[src/rtl/top_pkg.sv]
// -----------------------------------------------------------------------------
// top_pkg
// Shared definitions for the UART echo slice: bit-period computation, frame
// bit-count constants and the RX/TX state encodings.
// No ports; imported by top and uart_rx.
// -----------------------------------------------------------------------------
package top_pkg;

  // Data bits per 8N1 frame and the width of an index into them.
  localparam int DATA_BITS = 8;
  localparam int BIT_IDX_W = $clog2(DATA_BITS);

  // Clock cycles spent on each UART bit (integer division).
  function automatic int calc_clks_per_bit(input int clk_freq, input int baud);
    return clk_freq / baud;
  endfunction

  typedef enum logic [2:0] {
    RX_IDLE,
    RX_START,
    RX_DATA,
    RX_STOP,
    RX_WAIT_HIGH
  } rx_state_e;

  typedef enum logic [1:0] {
    TX_IDLE,
    TX_START,
    TX_DATA,
    TX_STOP
  } tx_state_e;

endpackage

[src/rtl/uart_rx.sv]
// -----------------------------------------------------------------------------
// uart_rx
// 8N1 UART receiver working on an already synchronized line.
// Ports:
//   clk   - system clock, rising edge
//   reset - synchronous, active-low reset
//   rx    - synchronized receive line, idle high
//   data  - last received byte, valid while valid=1
//   valid - one-cycle pulse when a byte with a good stop bit arrives
// -----------------------------------------------------------------------------
module uart_rx
  import top_pkg::*;
#(
  parameter int CLKS_PER_BIT = 1085
) (
  input  logic       clk,
  input  logic       reset,
  input  logic       rx,
  output logic [7:0] data,
  output logic       valid
);

  localparam int CNT_W = $clog2(CLKS_PER_BIT + 1);
  localparam logic [CNT_W-1:0]     CNT_HALF_LAST = CNT_W'(CLKS_PER_BIT / 2 - 1);
  localparam logic [CNT_W-1:0]     CNT_BIT_LAST  = CNT_W'(CLKS_PER_BIT - 1);
  localparam logic [BIT_IDX_W-1:0] LAST_BIT      = BIT_IDX_W'(DATA_BITS - 1);

  rx_state_e            state_q, state_d;
  logic [CNT_W-1:0]     cnt_q, cnt_d;
  logic [BIT_IDX_W-1:0] bit_q, bit_d;
  logic [7:0]           shift_q, shift_d;
  logic                 valid_q, valid_d;

  always_ff @(posedge clk) begin
    if (!reset) begin
      state_q <= RX_IDLE;
      cnt_q   <= '0;
      bit_q   <= '0;
      shift_q <= '0;
      valid_q <= 1'b0;
    end else begin
      state_q <= state_d;
      cnt_q   <= cnt_d;
      bit_q   <= bit_d;
      shift_q <= shift_d;
      valid_q <= valid_d;
    end
  end

  // A low level (not just an edge) starts a frame, so a line that is already
  // low when reset releases is still treated as a start bit. After the
  // half-bit check every sample lands on a bit midpoint.
  always_comb begin
    state_d = state_q;
    cnt_d   = cnt_q;
    bit_d   = bit_q;
    shift_d = shift_q;
    valid_d = 1'b0;
    case (state_q)
      RX_IDLE: begin
        cnt_d = '0;
        if (!rx) state_d = RX_START;
      end
      RX_START: begin
        if (cnt_q == CNT_HALF_LAST) begin
          cnt_d   = '0;
          bit_d   = '0;
          state_d = rx ? RX_IDLE : RX_DATA;
        end else begin
          cnt_d = cnt_q + CNT_W'(1);
        end
      end
      RX_DATA: begin
        if (cnt_q == CNT_BIT_LAST) begin
          cnt_d   = '0;
          shift_d = {rx, shift_q[7:1]};
          if (bit_q == LAST_BIT) state_d = RX_STOP;
          else                   bit_d   = bit_q + BIT_IDX_W'(1);
        end else begin
          cnt_d = cnt_q + CNT_W'(1);
        end
      end
      RX_STOP: begin
        if (cnt_q == CNT_BIT_LAST) begin
          cnt_d = '0;
          if (rx) begin
            valid_d = 1'b1;
            state_d = RX_IDLE;
          end else begin
            state_d = RX_WAIT_HIGH;
          end
        end else begin
          cnt_d = cnt_q + CNT_W'(1);
        end
      end
      RX_WAIT_HIGH: begin
        // Framing error: a line stuck low must not look like a new start bit.
        cnt_d = '0;
        if (rx) state_d = RX_IDLE;
      end
      default: state_d = RX_IDLE;
    endcase
  end

  assign data  = shift_q;
  assign valid = valid_q;

endmodule

[src/rtl/top.sv]
// -----------------------------------------------------------------------------
// top
// UART receiver with activity LED and optional echo transmitter.
// Ports:
//   clk      - system clock, rising edge
//   reset    - synchronous, active-low reset
//   uart_rx  - asynchronous UART receive line, idle high
//   ledo     - toggles once per correctly framed received byte
//   uart_txo - UART transmit line, idle high
// Configuration macro:
//   UART_ECHO_EN - when defined, received bytes are retransmitted on uart_txo
//                  through a one-byte holding register; when undefined the
//                  transmitter is absent and uart_txo is tied high.
// -----------------------------------------------------------------------------
module top
  import top_pkg::*;
#(
  parameter int CLK_FREQ = 125_000_000,
  parameter int BAUD     = 115200
) (
  input  logic clk,
  input  logic reset,
  input  logic uart_rx,
  output logic ledo,
  output logic uart_txo
);

  localparam int CLKS_PER_BIT = calc_clks_per_bit(CLK_FREQ, BAUD);

  logic       sync1_q, sync2_q;
  logic       ledo_q, ledo_d;
  logic [7:0] rx_data;
  logic       rx_valid;

  // Two-flop synchronizer; flops reset to the idle (high) line level.
  always_ff @(posedge clk) begin
    if (!reset) begin
      sync1_q <= 1'b1;
      sync2_q <= 1'b1;
    end else begin
      sync1_q <= uart_rx;
      sync2_q <= sync1_q;
    end
  end

  uart_rx #(.CLKS_PER_BIT(CLKS_PER_BIT)) u_rx (
    .clk  (clk),
    .reset(reset),
    .rx   (sync2_q),
    .data (rx_data),
    .valid(rx_valid)
  );

  // The LED toggles for every good byte, including ones the echo path drops.
  assign ledo_d = ledo_q ^ rx_valid;

  always_ff @(posedge clk) begin
    if (!reset) ledo_q <= 1'b0;
    else        ledo_q <= ledo_d;
  end

  assign ledo = ledo_q;

`ifdef UART_ECHO_EN
  localparam int CNT_W = $clog2(CLKS_PER_BIT + 1);
  localparam logic [CNT_W-1:0]     CNT_BIT_LAST = CNT_W'(CLKS_PER_BIT - 1);
  localparam logic [BIT_IDX_W-1:0] LAST_BIT     = BIT_IDX_W'(DATA_BITS - 1);

  tx_state_e            tx_state_q, tx_state_d;
  logic [CNT_W-1:0]     tx_cnt_q, tx_cnt_d;
  logic [BIT_IDX_W-1:0] tx_bit_q, tx_bit_d;
  logic [7:0]           tx_shift_q, tx_shift_d;
  logic                 txo_q, txo_d;
  logic                 hold_full_q, hold_full_d;
  logic [7:0]           hold_data_q, hold_data_d;
  logic                 tx_accept;

  always_ff @(posedge clk) begin
    if (!reset) begin
      tx_state_q  <= TX_IDLE;
      tx_cnt_q    <= '0;
      tx_bit_q    <= '0;
      tx_shift_q  <= '0;
      txo_q       <= 1'b1;
      hold_full_q <= 1'b0;
      hold_data_q <= '0;
    end else begin
      tx_state_q  <= tx_state_d;
      tx_cnt_q    <= tx_cnt_d;
      tx_bit_q    <= tx_bit_d;
      tx_shift_q  <= tx_shift_d;
      txo_q       <= txo_d;
      hold_full_q <= hold_full_d;
      hold_data_q <= hold_data_d;
    end
  end

  // The line level for the next bit is computed one cycle ahead so uart_txo
  // comes straight from a flop; each state lasts exactly CLKS_PER_BIT cycles.
  always_comb begin
    tx_state_d = tx_state_q;
    tx_cnt_d   = tx_cnt_q;
    tx_bit_d   = tx_bit_q;
    tx_shift_d = tx_shift_q;
    txo_d      = txo_q;
    tx_accept  = 1'b0;
    case (tx_state_q)
      TX_IDLE: begin
        txo_d = 1'b1;
        if (hold_full_q) begin
          tx_accept  = 1'b1;
          tx_shift_d = hold_data_q;
          tx_cnt_d   = '0;
          txo_d      = 1'b0;
          tx_state_d = TX_START;
        end
      end
      TX_START: begin
        if (tx_cnt_q == CNT_BIT_LAST) begin
          tx_cnt_d   = '0;
          tx_bit_d   = '0;
          txo_d      = tx_shift_q[0];
          tx_shift_d = {1'b0, tx_shift_q[7:1]};
          tx_state_d = TX_DATA;
        end else begin
          tx_cnt_d = tx_cnt_q + CNT_W'(1);
        end
      end
      TX_DATA: begin
        if (tx_cnt_q == CNT_BIT_LAST) begin
          tx_cnt_d = '0;
          if (tx_bit_q == LAST_BIT) begin
            txo_d      = 1'b1;
            tx_state_d = TX_STOP;
          end else begin
            tx_bit_d   = tx_bit_q + BIT_IDX_W'(1);
            txo_d      = tx_shift_q[0];
            tx_shift_d = {1'b0, tx_shift_q[7:1]};
          end
        end else begin
          tx_cnt_d = tx_cnt_q + CNT_W'(1);
        end
      end
      TX_STOP: begin
        if (tx_cnt_q == CNT_BIT_LAST) begin
          tx_cnt_d   = '0;
          tx_state_d = TX_IDLE;
        end else begin
          tx_cnt_d = tx_cnt_q + CNT_W'(1);
        end
      end
      default: tx_state_d = TX_IDLE;
    endcase
  end

  // Holding register: a byte arriving while it is still occupied is lost,
  // unless the transmitter is emptying it in that same cycle.
  always_comb begin
    hold_full_d = hold_full_q;
    hold_data_d = hold_data_q;
    if (tx_accept) hold_full_d = 1'b0;
    if (rx_valid && (!hold_full_q || tx_accept)) begin
      hold_full_d = 1'b1;
      hold_data_d = rx_data;
    end
  end

  assign uart_txo = txo_q;
`else
  // Without echo the received byte has no consumer; fold it into a sink.
  logic unused_rx_data;
  assign unused_rx_data = ^rx_data;
  assign uart_txo       = 1'b1;
`endif

endmodule

[config.mk]
export PLATFORM = sky130hd
export DESIGN_NAME = top
export DESIGN_NICKNAME = d
export VERILOG_FILES = /design/src/rtl/top_pkg.sv /design/src/rtl/uart_rx.sv /design/src/rtl/top.sv
export SDC_FILE = /design/constraint.sdc
export NUM_CORES = 1
export LEC_CHECK = 0
export ABC_AREA = 1
export CAP_MARGIN = 20
export CORE_MARGIN = 2
export CORE_UTILIZATION = 50
export DETAILED_ROUTE_END_ITERATION = 10
export PLACE_DENSITY = 0.71
export SLEW_MARGIN = 20
export SYNTH_ARGS = -nofsm -noshare
export SYNTH_HDL_FRONTEND = slang
export SYNTH_SLANG_ARGS = --single-unit
export TNS_END_PERCENT = 1
[constraint.sdc]
create_clock -name clk -period 3.9 [get_ports clk]
set_input_delay 0.585 -clock clk [delete_from_list [all_inputs] [get_ports clk]]
set_output_delay 0.585 -clock clk [all_outputs]
set_load 0.02 [all_outputs]
======== After elaboration in Yosys (flattened, before gate mapping) ========
Index checks and enable logic that the tools add are counted.
word-level totals
  register bits after elaboration ......... 21
  output and inout bits ................... 2
  input bits .............................. 3
  word-level logic and storage cells ...... 49
operators by class
  mux-type cells .......................... 17
  equality and inequality tests ........... 14
  add/subtract/negate cells ............... 2
  bitwise operators ....................... 1
  reductions and logical operators ........ 8
operator list
  operator               number
  $pmux 11 s3            1
  $mux 3                 10
  $mux 11                2
  $pmux 3 s5             1
  $add 11x1->11 const B  1
  $eq 11x10->1 const B   1
  $eq 11x11->1 const B   1
  $ne 2x1->1 const B     4
  $eq 3x2->1 const B     2
  $eq 3x3->1 const B     2
  $ne 2x2->1 const B     3
  $pmux 3 s2             1
  $reduce_and 6->1       1
  $reduce_and 4->1       1
  $reduce_or 2->1        2
  $add 3x1->3 const B    1
  $eq 3x1->1 const B     1
  $logic_not 3->1        1
  $reduce_and 3->1       1
  $reduce_bool 3->1      1
  $mux 2                 1
  $reduce_bool 2->1      1
  $mux 1                 1
  $xor 1x1->1            1

======== Depth between registers and ports, before layout ========
Gate-level depths: netlist of the first run.
  depth in word-level cells ............... 4
  gate-level depth with buffers ........... 12
  depth with buffers taken out ............ 12

======== Modules after synthesis ========
A second synthesis of the first run with hierarchy kept.
second synthesis, totals
  cell total of the unflattened synthesis .. 205
  area total of the unflattened synthesis .. 1466.4 um^2
by module, submodules not included
  module   area an instance (um^2)  seq. area each (um^2)  cells an instance  times used
  uart_rx  1365.1                   520.5                  192                1
  top      101.3                    60.1                   13                 1

======== Worst setup path before layout of the first run ========
OpenSTA, ideal clock, no wires.
  path kind ............................... reg-to-reg
  start point ............................. reg u_rx.cnt_q[0]
  end point ............................... reg u_rx.state_q[1]
  period minus slack after synthesis ...... 1.324 ns
  data required time ...................... 3.787 ns
  stages on the path, launching flop included .. 12
  arrival ................................. 1.212 ns
  path slack .............................. 2.576 ns
  library setup time ...................... 0.113 ns
  path buffers ............................ 0
  cells stage by stage .................... dfxtp_1 inv_1 ha_1 nand2_1 nor2_1 nand3_2 nand2_1 nand2_1 nor2_2 nand2_1 nand2_1 nor2_1
between the ends
  cells in the longest elaborated chain, start to end .. 3
  elaborated cells between the ends (all ways) .. 6
  classes of those cells .................. eq/ne (5); reduce/logical (1)
ends and longest elaborated chain
  element                                       line                                         RTL
  start, declared                               uart_rx.sv:29                                logic [CNT_W-1:0] cnt_q, cnt_d;
  start signal, assigned                        uart_rx.sv:43                                cnt_q <= cnt_d;
  $eq 11x11->1 or $eq 11x10->1 (tied branches)  uart_rx.sv:74, uart_rx.sv:84, uart_rx.sv:65
  $ne 2x1->1 (no line)                          --
  $reduce_and 6->1 (no line) *                  --
  end signal, assigned                          uart_rx.sv:42                                state_q <= state_d;
  end, declared                                 uart_rx.sv:28                                rx_state_e state_q, state_d;
Mark *: on every way between the ends. The rest lies on a longest branch, timed or not.
A chain may end at the register's enable or synchronous reset.

======== Final worst setup path of the first run ========
  start point ............................. reg ledo_q, in the netlist ledo
  end point ............................... out ledo
RTL lines
  element                 line       RTL
  start, declared         top.sv:31  logic ledo_q, ledo_d;
  start signal, assigned  top.sv:59  else ledo_q <= ledo_d;
  end, declared           top.sv:24  output logic ledo,
No word-level cell between the ends.

==> summary by stage, run 1 <==
Outcome
The run finished with clean final reports.

Setup path
Across all register-to-register paths, the minimum setup slack is 2.33 ns. The longest individual stage delay on the worst path is 0.61 ns. Counting cells, the worst reg-to-reg path comes to 9. Grouping stages by cell kind, the critical path spends the most delay in buffers and inverters. The beginning of the critical path is ledo.

The critical path capture point type is an output pin. The setup path with the least slack is of type flip-flop to output pin. The start of the worst register-to-register path is u_rx.cnt_q[0]. Together, buffers and inverters on the worst path number 1.

The terminus of the critical flop-to-flop path is u_rx.cnt_q[9]. Traced cell by cell, the critical path runs through clkdlybuf4s50_1. The category of the worst setup path launch point is a flip-flop. The slowest cell on the critical path is sky130_fd_sc_hd__clkdlybuf4s50_1. Along the worst path, the maximum fanout reaches 3.

At the worst endpoint, the arrival time is 1.28 ns. The required time of the critical path is 3.31 ns.

Global routing
The via count of the first global-routing pass is 950. Across every metal layer, demand over resource in global routing totals 18.42%. The largest net degree at the start of global routing is 17. The wire length of the first global-routing pass is 3.795 mm. The initial antenna violation count is 0. Global routing finished with a remaining overflow of 0.

Power and ir drop
The worst supply voltage drop on vdd is 0.2973 mV. The leakage component of the power is 0.6048 nW. The power per standard cell area is 478.5 nW/um2. Total power for the finished layout comes to 0.6166 mW.

Floorplanning
5 I/O pins were placed. The floorplan has 17 rows. The die is 53.57 um tall. Measured along the x axis, the die boundary spans 53.57 um. The starting utilization of the core area is 53.99%. The floorplan step defined a die boundary enclosing 2870 um2. The floorplan core area is 2276 um2.

Finish
In the final design database the tool counted 198 nets. The sequential standard cell area is 420.4 um2. The area added between synthesis and finish is 4.888%. The multi-input combinational cells in the finished layout cover a total of 651.9 um2. The post-route netlist has 9.524% of its cells at a drive strength greater than 1.

The number of inserted filler cells in the final layout is 242. Once layout is complete, the utilization of the core stands at 56.62%. 0 antenna diodes ended up in the layout.

STA
Setup repair after global routing left no endpoint under its margin. The number of hold violations in the final report is 0. Measured against its own limit, the worst slew margin works out to 60.22%. The shortest period the worst path allows is 1.866 ns. For the pin with the worst max-slew slack, the measured transition is 0.5948 ns. Setup violations remaining at the end of the flow were counted as 0. Setup total negative slack on the finished layout was measured at 0 ns. After layout, the worst path uses 47.85% of the clock period. The worst path meets setup with 2.034 ns of slack. The clock tree skew after final layout is 0.001427 ns. The maximum clock frequency is 535.8 MHz. The final count of pins violating max slew is 0.

Logic synthesis
The dominant cell type by area after synthesis is sky130_fd_sc_hd__dfxtp_1. After synthesis, the cell types taking the most area are sky130_fd_sc_hd__dfxtp_1 (34%), sky130_fd_sc_hd__nand2_1 (16%), sky130_fd_sc_hd__inv_1 (9.5%). The number of instances in the synthesized netlist is 187. Ranked by instance count, the synthesized netlist is headed by sky130_fd_sc_hd__nand2_1 (51), sky130_fd_sc_hd__inv_1 (31), sky130_fd_sc_hd__nor2_1 (25). Among all flip-flop cells after synthesis, the most frequent one is sky130_fd_sc_hd__dfxtp_1. Summing the areas of all compound-gate instances in the mapped netlist gives 4.786% of the synthesized area.

The dominant cell by count in the synthesized netlist is sky130_fd_sc_hd__nand2_1. Dividing the synthesized area by the synthesized cell count gives 6.570 um2. Of the synthesized area, sequential elements account for 34.22%. Yosys mapped the design onto 25 distinct sky130hd cell types.

The xor-xnor portion of the synthesized cell area is 2.851%. Summing the areas of all fa, ha and maj instances in the mapped netlist gives 5.092% of the synthesized area. For this run, the number of Yosys warnings is 0. In the synthesized netlist, mux cells make up 0% of the area. The number of nets handed over by synthesis was 195. After synthesis, the share of flip-flops with an asynchronous set or reset is 0%. The share of the synthesized area in the top cell type is 34.22%. By area, the combinational part of the netlist is dominated by simple AND/OR/NAND/NOR gates. In this run the cell area of the synthesized design comes to 1229 um2. In this run, synthesis inferred 0 flip-flops with an integrated enable. The synthesized design contains 21 register bits. Of the total synthesized cell area, the portion taken by AND, OR, NAND and NOR gates is 40.02%.

Routing
The iteration count of the initial detailed-routing pass is 4. The final layout contains routed wiring with a total length of 2.176 mm. The detailed router placed 1046 vias in this run. The first routing iteration left 29 violations. The residual DRC count is 0.

The routed wire length per instance is 10.03 um. Once detail routing completed, the nets flagged for antenna violations numbered 0. The detail-routed via count per cell is 4.820.

CTS
The number of gates resized after CTS was 0. Counting along the longest clock path gives a buffer depth of 2. The total number of H-tree levels is 1. The total clock sinks is 21. After clock tree synthesis, the flow added hold-fix buffers numbering 0. The clock tree root driver cell is sky130_fd_sc_hd__clkbuf_4. After clock tree synthesis, the clock-pin slew on the worst setup and hold paths is 0.12 ns. The number of buffers added for setup after CTS is 0. Counting the buffers created by CTS gives 3. The CTS tree is yes. The later pin in the worst-skew pair is clocked with a latency of 0.31 ns.

Hold path
The number of cells traversed by the worst hold path is 2. The path with the worst hold slack has its endpoint at sync2_q. The source of the worst hold timing path is sync1_q. The worst hold path belongs to the class flip-flop to flip-flop.

Place
The post-place setup slack is 1.912 ns. The global placer's final weighted congestion is 0.8637. The final HPWL from detailed placement is 1.627 mm. The number of port buffers is 3.

Flow run
The count of max-cap constraint violations is 0.
[report_power, final]
part | leakage [nW] | switching (mW) | internal (mW) | total (mW)
Sequential | 0.171 | 0.0332 | 0.238 | 0.271
Clock | 0.0177 | 0.0697 | 0.0384 | 0.108
Combinational | 0.416 | 0.154 | 0.0828 | 0.237
[metal layers]
metal / share of wire (%) / global-route usage (%) / routed length [um] / vias to the layer above
met2: 46 / 29.63 / 992 / 19
met4: 2.3 / 11.54 / 51 / 0
met3: 3.3 / 2.500 / 71 / 4
li1: - / - / - / 569
met5: 0 / 0 / 0 / -
met1: 49 / 23.22 / 1060 / 454
[placed cells by master (no fill, tap or decap), drive strengths merged]
| cell | instances |
|---|---|
| xor2 | 4 |
| clkinv | 1 |
| nor2 | 28 |
| conb | 1 |
| nand3b | 2 |
| nand2 | 54 |
| nor3 | 6 |
| dfxtp | 21 |
| nand3 | 16 |
| ha | 5 |
| o21bai | 1 |
| inv | 33 |
| a21oi | 3 |
| nand4 | 3 |
| clkbuf | 3 |
| clkdlybuf4s50 | 3 |
| o21ai | 5 |
[state kept, by name, summed over array words and instances, names as in the netlist]
register / cells
u_rx.cnt_q: 11
u_rx.bit_q: 3
u_rx.state_q: 3
ledo: 1
sync1_q: 1
sync2_q: 1
u_rx.valid: 1
[cells by family (layout without fill, tap and decap cells)]
group / count (synthesis) / in the layout
AND/OR/NAND/NOR: 109 / 109
buffers and inverters: 38 / 40
flip-flops: 21 / 21
AO/OA/AOI/OAI: 9 / 9
adder cells (fa/ha/maj): 5 / 5
XOR/XNOR: 4 / 4
other: 1 / 1
[stage by stage]
stage | cells | hold WS [ns] | cell area, um2
finish | 217 | 0.4193 | 1289
CTS | 217 | 0.4205 | 1289
floorplan | 187 | 0.3795 | 1229
global placement | 213 | 0.3869 | 1261
detailed placement | 213 | 0.3903 | 1261
global route | 217 | 0.4575 | 1289
[worst max path at each step]
| stage | cells past startpoint | slack [ns] | end |
|---|---|---|---|
| 4_1_cts | 1 | 2.01 | ledo |
| 2_1_floorplan | 11 | 2.58 | u_rx.state_q[1] |
| 3_5_place_dp | 3 | 1.91 | u_rx.cnt_q[0] |
| 5_1_grt | 1 | 1.99 | ledo |
| 6_report | 1 | 2.03 | ledo |
| 3_3_place_gp | 3 | 2.02 | u_rx.cnt_q[0] |
[cell type report]
type / count / share of cell area (%)
Clock buffer: 3 / 1.748
Clock inverter: 1 / 0.3883
Inverter: 33 / 9.612
Multi-Input combinational cell: 128 / 50.58
Sequential cell: 21 / 32.62
Tap cell: 28 / 2.718
Timing Repair Buffer: 3 / 2.330
Power figures use the tool's default switching activity.
==> run 2: changes to the inputs <==
--- a/config.mk
+++ b/config.mk
@@ -10,7 +10,7 @@
 export CORE_MARGIN = 2
 export CORE_UTILIZATION = 50
 export DETAILED_ROUTE_END_ITERATION = 10
-export PLACE_DENSITY = 0.71
+export PLACE_DENSITY = 0.73
 export SLEW_MARGIN = 20
 export SYNTH_ARGS = -nofsm -noshare
 export SYNTH_HDL_FRONTEND = slang
==> constraint.sdc (replaced) <==
create_clock -name clk -period 1.6 [get_ports clk]
set_input_delay 0.24 -clock clk [delete_from_list [all_inputs] [get_ports clk]]
set_output_delay 0.24 -clock clk [all_outputs]
set_load 0.02 [all_outputs]
==> run 2 against run 1 <==
Net effect:
- utilization is 2.3 points higher
- setup slack worse by 2.0 ns
- clock-buffer cell count is 1 higher
- register-to-register slack worse by 2.2 ns
- final area is 4.1% higher
- first-iteration DRC count is 24% lower
- critical path depth stayed put
- sequential power is 150% higher
- critical endpoint unchanged
- final cell count is 2.8% higher
- global-route usage is 1.3 points higher
- total power grew to 2.5 times the previous value
- routed wire length is 4.5% higher
==> summary by stage, run 2 (synthesized netlist as in run 1, its figures left out) <==
Setup path
The category of the worst setup path launch point is a flip-flop. For this design, the slowest cell found on the critical path is sky130_fd_sc_hd__clkdlybuf4s50_1. On the worst path, the slowest cell contributes a delay of 0.61 ns.

The worst setup path is captured at an output pin. The highest net fanout along the worst path is 3. The required time of the critical path is 1.36 ns. The critical path goes through clkdlybuf4s50_1. For the worst setup path, the data arrival time is 1.29 ns. The startpoint-to-endpoint class of the critical path is flip-flop to output pin. The cell family contributing the most delay on the critical path is buffers and inverters. The buffer and inverter count on the worst path is 1.

STA
The final critical-path share of the clock period is 95.40%. The final count of pins violating max slew is 0. For the final routed database, the setup TNS stands at 0 ns. Between clock sinks in the finished design, the worst skew comes to 0.004191 ns. In the post-route analysis, the smallest setup slack over all paths is 0.07360 ns.

Setup violations remaining at the end of the flow were counted as 0. The number of hold violations in the final report is 0. The worst-case hold slack is 0.4263 ns.

The shortest period the worst path allows is 1.526 ns. The maximum clock frequency is 655.1 MHz.

Floorplanning
The width of the chip is 53.57 um. The floorplan step set the die height to 53.57 um. 5 I/O pins were placed. In this run the standard cell core region covers 2276 um2.

For this configuration, the core starts out at a cell density of 53.99%. The die area is 2870 um2. The floorplan row count is 17.

CTS
The insertion delay to the later sink of the worst-skew pair is 0.31 ns. The clock tree root driver cell is sky130_fd_sc_hd__clkbuf_4. The clock-pin slew of the registers on the worst-case setup and hold paths is 0.12 ns. TritonCTS created 3 clock buffers.

The tree built by TritonCTS fans out to 21 sinks. The CTS tree is yes. The count of hold-fix buffers inserted at cts is 0. The total number of H-tree levels is 1. The maximum buffer depth of the clock tree is 2.

Place
The global placer's final weighted congestion is 0.9069. The final HPWL from detailed placement is 1.710 mm. Timing analysis after detailed placement gives a worst setup slack of 0.08508 ns. The number of port buffers is 3.

Finish
The number of inserted filler cells in the final layout is 215. The number of diodes is 0. The register with the most flip-flops in the layout has 11 of them. The library cell used most frequently in the layout, excluding fill and tap cells, is sky130_fd_sc_hd__nand2_1. In the final layout, flip-flops and latches occupy 424.2 um2. The end-of-flow core utilization is 58.93%. In the layout the commonest cells are sky130_fd_sc_hd__nand2_1 (50), sky130_fd_sc_hd__inv_1 (31), sky130_fd_sc_hd__nor2_1 (24). The area added between synthesis and finish is 9.165%. The ratio of cells with drive above 1 in the final layout is 14.36%.

The largest registers in the layout are u_rx.cnt_q: 11 flops, u_rx.bit_q: 3 flops, u_rx.state_q: 3 flops. The multi-input combinational cells in the finished layout cover a total of 656.9 um2. The register name with the most flops is u_rx.cnt_q. In the final design database the tool counted 204 nets.

Global routing
The global route total overflow is 0. The most used routing layer in global routing is met2. The largest net degree at the start of global routing is 12. Global routing consumed, over all layers together, 19.77% of the routing resources.

The via count of the first global-routing pass was 989. The met1 capacity usage during global routing is 24.09%. The met3 track demand over resource is 5.833%. The global routing usage on met2 is 32.10%. The initial antenna violation count came to 0. The wire length of the first global-routing pass is 4.043 mm.

Routing
The final wirelength is 2.275 mm. Using the TritonRoute via totals, the vias-per-cell ratio works out to 4.874. The routed wire length per instance is 10.20 um.

The residual DRC count is 0. Detailed routing inserted a total of 1087 vias. The count of nets left with antenna violations once routing finished came out at 0. The iteration count of the initial detailed-routing pass is 4. The violation count after the first detailed-routing iteration is 22.

Flow run
The count of max-cap constraint violations is 0.

Power and ir drop
Dividing total power by cell area gives a power density of 1153 nW/um2. The worst supply voltage drop on vdd is 0.8794 mV. The total power draw is 1.547 mW. Summed over all cells, the static leakage comes to 0.6321 nW.

Outcome
The flow ran to the end, and the final reports show no timing, DRC or antenna violations.

Hold path
The worst hold path belongs to the class flip-flop to flip-flop.
==> run 2: changes by cell type in the layout (fill, tap and decap cells not counted), sizes merged <==
cell    delta
clkinv     -1
clkbuf     +1
buf        +6
==> run 2: layout make-up <==
class | instances | area share (%)
flip-flops and latches | 21 | 31.62
well taps | 28 | 2.612
inverters | 33 | 9.235
multi-input cells | 128 | 48.97
clock buffers | 4 | 1.959
repair buffers | 9 | 5.597
==> run 2: path summary, 6_finish.rpt <==
| check | startpoint | to | slack [ns] | cells past startpoint |
|---|---|---|---|---|
| max | ledo | ledo | 0.07 | 1 |
| min | sync1_q | sync2_q | 0.43 | 2 |
| max reg2reg | u_rx.cnt_q[0] | u_rx.state_q[2] | 0.14 | 11 |
| min reg2reg | sync1_q | sync2_q | 0.43 | 2 |
==> run 2: power by group <==
| group | leakage [nW] | switching, mW | internal, mW |
|---|---|---|---|
| sequential | 0.172 | 0.0818 | 0.584 |
| clock | 0.0150 | 0.167 | 0.0974 |
| combinational | 0.445 | 0.391 | 0.226 |
| total | 0.632 | 0.639 | 0.907 |
==> run 2: layer usage <==
layer / routed length, um / up-vias
met4: 56 / 0
met2: 1067 / 17
met5: 0 / -
li1: - / 580
met1: 1060 / 483
met3: 91 / 7
==> run 2: timing repair <==
item,in CTS,in global routing
endpoints found under the hold margin,0,0
setup endpoints to repair,0,10
resized for setup,0,5
setup buffers,0,2
==> run 2: metrics by stage <==
stage	instances	cell area [um2]
3_3_place_gp	217	1291
6_report	223	1341
4_1_cts	221	1318
5_1_grt	223	1341
2_1_floorplan	187	1229
3_5_place_dp	217	1291
==> run 3: changes to the inputs <==
--- a/config.mk
+++ b/config.mk
@@ -10,6 +10,7 @@
 export CORE_MARGIN = 2
 export CORE_UTILIZATION = 50
 export DETAILED_ROUTE_END_ITERATION = 10
+export HOLD_SLACK_MARGIN = 0.12
 export PLACE_DENSITY = 0.73
 export SLEW_MARGIN = 20
 export SYNTH_ARGS = -nofsm -noshare
==> results of run 3 <==
The final DEF is identical to that of run 2; final timing and power are the same.
